## config.mk

```make
export PLATFORM = sky130hd
export DESIGN_NAME = stream_arb_mux
export DESIGN_NICKNAME = d
export VERILOG_FILES = /design/src/rtl/stream_pkg.sv /design/src/rtl/rr_arbiter.sv /design/src/rtl/stream_arb_mux.sv
export SDC_FILE = /design/constraint.sdc
export NUM_CORES = 1
export LEC_CHECK = 0
export BUFFER_PORTS_ARGS = -buffer_cell sky130_fd_sc_hd__buf_2
export CORE_UTILIZATION = 44
export DETAILED_ROUTE_END_ITERATION = 12
export PLACE_DENSITY = 0.84
export SETUP_SLACK_MARGIN = 0.5
export SYNTH_ARGS = -nofsm -noshare
export SYNTH_HDL_FRONTEND = slang
export SYNTH_HIERARCHICAL = 1
export SYNTH_SLANG_ARGS = --single-unit
```

## constraint.sdc

```tcl
create_clock -name clk_i -period 1.9 [get_ports clk_i]
set_input_delay 0.38 -clock clk_i [delete_from_list [all_inputs] [get_ports clk_i]]
set_output_delay 0.38 -clock clk_i [all_outputs]
set_load 0.01 [all_outputs]
```

## src/rtl/stream_pkg.sv

```systemverilog
// Shared definitions for the stream arbitration mux: arbitration mode
// constants and the grant-to-index encoder.
package stream_pkg;

  localparam int ARB_FIXED = 0;
  localparam int ARB_RR    = 1;
  localparam int MAX_CH    = 64;

  // OR of set-bit positions; exact for one-hot input, 0 for an empty grant.
  function automatic int onehot_to_idx(input logic [MAX_CH-1:0] oh);
    int idx;
    idx = 0;
    for (int i = 0; i < MAX_CH; i++) begin
      if (oh[i]) idx = idx | i;
    end
    return idx;
  endfunction

endpackage

```

## src/rtl/rr_arbiter.sv

```systemverilog
// Combinational request arbiter: fixed priority (lowest index) or
// round-robin search starting at the supplied pointer.
module rr_arbiter
  import stream_pkg::*;
#(
  parameter int NUM_IN   = 4,
  parameter int ARB_MODE = ARB_FIXED,
  parameter int SEL_W    = $clog2(NUM_IN)
) (
  input  logic [NUM_IN-1:0] req,
  input  logic [SEL_W-1:0]  ptr,
  output logic [NUM_IN-1:0] grant
);

  always_comb begin
    logic found;
    int   idx;
    grant = '0;
    found = 1'b0;
    idx   = 0;
    for (int i = 0; i < NUM_IN; i++) begin
      if (ARB_MODE == ARB_RR) idx = (int'(ptr) + i) % NUM_IN;
      else                    idx = i;
      if (!found && req[idx]) begin
        grant[idx] = 1'b1;
        found      = 1'b1;
      end
    end
  end

endmodule

```

## src/rtl/stream_arb_mux.sv

```systemverilog
// N-to-1 valid/ready stream mux with manual select, fixed or round-robin
// arbitration and a single registered output stage.
module stream_arb_mux
  import stream_pkg::*;
#(
  parameter  int WIDTH    = 8,
  parameter  int NUM_IN   = 4,
  parameter  int ARB_MODE = ARB_FIXED,
  localparam int SEL_W    = $clog2(NUM_IN)
) (
  input  logic                    clk_i,
  input  logic                    rst_ni,
  input  logic [NUM_IN*WIDTH-1:0] in_data_i,
  input  logic [NUM_IN-1:0]       in_valid_i,
  output logic [NUM_IN-1:0]       in_ready_o,
  input  logic                    man_en_i,
  input  logic [SEL_W-1:0]        man_sel_i,
  output logic [WIDTH-1:0]        out_data_o,
  output logic                    out_valid_o,
  input  logic                    out_ready_i,
  output logic [SEL_W-1:0]        out_sel_o
);

  logic [SEL_W-1:0]  rr_ptr;
  logic [NUM_IN-1:0] arb_grant;
  logic [NUM_IN-1:0] man_grant;
  logic [NUM_IN-1:0] grant;
  logic [SEL_W-1:0]  grant_idx;
  logic              load_en;
  logic              handshake;

  rr_arbiter #(
    .NUM_IN   (NUM_IN),
    .ARB_MODE (ARB_MODE),
    .SEL_W    (SEL_W)
  ) u_arb (
    .req   (in_valid_i),
    .ptr   (rr_ptr),
    .grant (arb_grant)
  );

  // An out-of-range manual select matches no channel and so grants nothing.
  always_comb begin
    man_grant = '0;
    for (int k = 0; k < NUM_IN; k++) begin
      man_grant[k] = in_valid_i[k] && (int'(man_sel_i) == k);
    end
  end

  assign grant      = man_en_i ? man_grant : arb_grant;
  assign grant_idx  = SEL_W'(onehot_to_idx(MAX_CH'(grant)));
  assign load_en    = !out_valid_o || out_ready_i;
  assign in_ready_o = load_en ? grant : '0;
  assign handshake  = |(in_valid_i & in_ready_o);

  always_ff @(posedge clk_i or negedge rst_ni) begin
    if (!rst_ni) begin
      out_valid_o <= 1'b0;
      out_data_o  <= '0;
      out_sel_o   <= '0;
      rr_ptr      <= '0;
    end else if (handshake) begin
      out_valid_o <= 1'b1;
      out_data_o  <= in_data_i[int'(grant_idx)*WIDTH +: WIDTH];
      out_sel_o   <= grant_idx;
      if (ARB_MODE == ARB_RR && !man_en_i) begin
        rr_ptr <= SEL_W'((int'(grant_idx) + 1) % NUM_IN);
      end
    end else if (out_ready_i) begin
      out_valid_o <= 1'b0;
    end
  end

endmodule

```

==> flow_metrics.tcl <==
set metrics [dict create \
    path_clk_slew_ns 0.07 \
    wire_per_inst_microns 21.95 \
    worst_path_max_delay_cell "nor3b_4" \
    core.rowCount 17 \
    crit_family "simple AND/OR/NAND/NOR gates" \
    grt_usage 0.3655 \
    max_freq_mhz 549.8 \
    dp_cells 190 \
    clockBufferDepth 2 \
    cts_tree "done" \
    die_y_microns 50.02 \
    nets 233 \
    root_buffer "clkbuf_4" \
    cts_made_buffers 3 \
    grt_antenna_before_repair 0 \
    finalSetupViolCount 0 \
    crit_top_cell "buf_6" \
    layout_commonest_cell "buf_2" \
    ant_nets 0 \
    finalCriticalPeriod_ns 1.819 \
    area_delta_synth_final_pct 88.16 \
    clock_skew_ns 0.003382 \
    core_sq_um 2191 \
    wl_microns 4785 \
    path_max_fanout 5 \
    hpwlAfterDp_microns 2372 \
    instances_no_fill 218 \
    power.leakage_nw 0.8829 \
    drv_cap 0 \
    tightest_slew_ns 0.3500 \
    crit_buf_inv 4 \
    power.density_nw_per_um2 543.2 \
    die_area_sq_um 2502 \
    most-common-layout-cells "50 x buf_2, 19 x buf_4, 16 x o211ai_1, 15 x buf_6, 11 x dfrtp_1" \
    status "complete, no violations" \
    critical_path_class "input port to output port" \
    rsz0062_at_grt "yes" \
    cts_max_level 1 \
    syn-instance-count 104 \
    first_global_vias 1382 \
    grt_max_degree 13 \
    io_pins 57 \
    relSlewSlack 0.7660 \
    clock_latency_ns 0.28 \
    crit_chain "buf_8 -> buf_6 -> nor3b_4 -> nand2b_1 -> buf_6 -> and2_4 -> nor2_2 -> buf_2" \
    fin_crit_sh 0.9573 \
    arrival_ns 1.44 \
    syn_avg_cell_area_sq_um 9.757 \
    start_kind "input port" \
    io_buffers 56 \
    slowest_delay_ns 0.24 \
    vias 1445 \
    end_kind "output port" \
    drive_above_1_share 0.6789 \
    hold_viol_final 0 \
    syn-cell-area_sq_um 1015 \
    route.detailed.vias_per_inst 6.628 \
    fp.dieW_microns 50.02 \
    ir_drop_mv 0.3914 \
    gp_congestion 0.8827 \
    hold_path_class "input port to register" \
    cts_sinks 11 \
    firstDrtPassIters 4 \
    drc 0 \
    postLayoutCoreUtil 0.8715 \
    syn_nets 146 \
    ys_warn_count 10 \
    n_antenna_cell 0 \
    maxSlewViolCount 0 \
    first_iter_violations 103 \
    grt_overflow 0 \
    cp_data_required_time_ns 1.52 \
    grt_pass1_wl_microns 6706 \
    start_util 0.4632 \
]
[final timing paths]
check	from	to	slack, ns	cells past startpoint
hold / removal	in_data_i[25]	out_data_o[1]	0.37	3
setup reg to reg	out_valid_o	out_sel_o[1]	0.46	6
hold reg to reg	out_sel_o[1]	out_sel_o[1]	0.53	1
max in group asynchronous	rst_ni	out_sel_o[0]	1.19	2
min in group asynchronous	rst_ni	out_data_o[4]	0.51	2
setup / recovery	in_valid_i[2]	in_ready_o[2]	0.08	8
[through the flow]
stage               worst slack [ns]  TNS, ns  cell area, sq um  hold WS, ns  total power [mW]
floorplan                     0.1594        0              1081      0.08441            0.5449
global placement            0.002229        0              1400       0.2523            0.6941
detailed placement           -0.1021  -0.6026              1400       0.2579            0.7134
CTS                           0.1802        0              1744       0.3789            0.9538
global route                 0.04861        0              1909       0.3917             1.078
finish                       0.08118        0              1909       0.3706             1.037
[power breakdown]
part / internal [mW] / switching (mW) / total, mW
Clock: 0.0817 / 0.0843 / 0.166
Combinational: 0.277 / 0.265 / 0.542
Sequential: 0.295 / 0.0343 / 0.329
Total: 0.654 / 0.383 / 1.04
[area by class of cell]
type | instances | area [sq um]
multi-input combinational | 85 | 910.9
timing repair buffer | 90 | 661.9
fill | 112 | 281.5
sequential | 11 | 275.3
tap | 28 | 35.03
clock buffer | 4 | 26.28
[worst min-delay path: stages]
cell and delay (ns):
buf_2 0.08, o211ai_1 0.07, o211ai_1 0.08
[repair_timing]
action	CTS	global route
endpoints found under the setup margin	15	15
hold endpoints to repair	11	0
resized for setup	37	27
hold buffers	1	0
pin swaps	27	18
setup buffers	20	3
[per-layer routing]
layer | part of all wire | vias up | GRT usage
met5 | 0 | - | 0
met1 | 0.37 | 679 | 0.4129
met4 | 0.061 | 0 | 0.2381
li1 | - | 610 | -
met2 | 0.48 | 122 | 0.6200
met3 | 0.092 | 34 | 0.06481
[sequential cells by signal, indices dropped and copies added (netlist names)]
| name | count |
|---|---|
| out_data_o | 8 |
| out_sel_o | 2 |
| out_valid_o | 1 |
(Power assumes the default switching activity.)
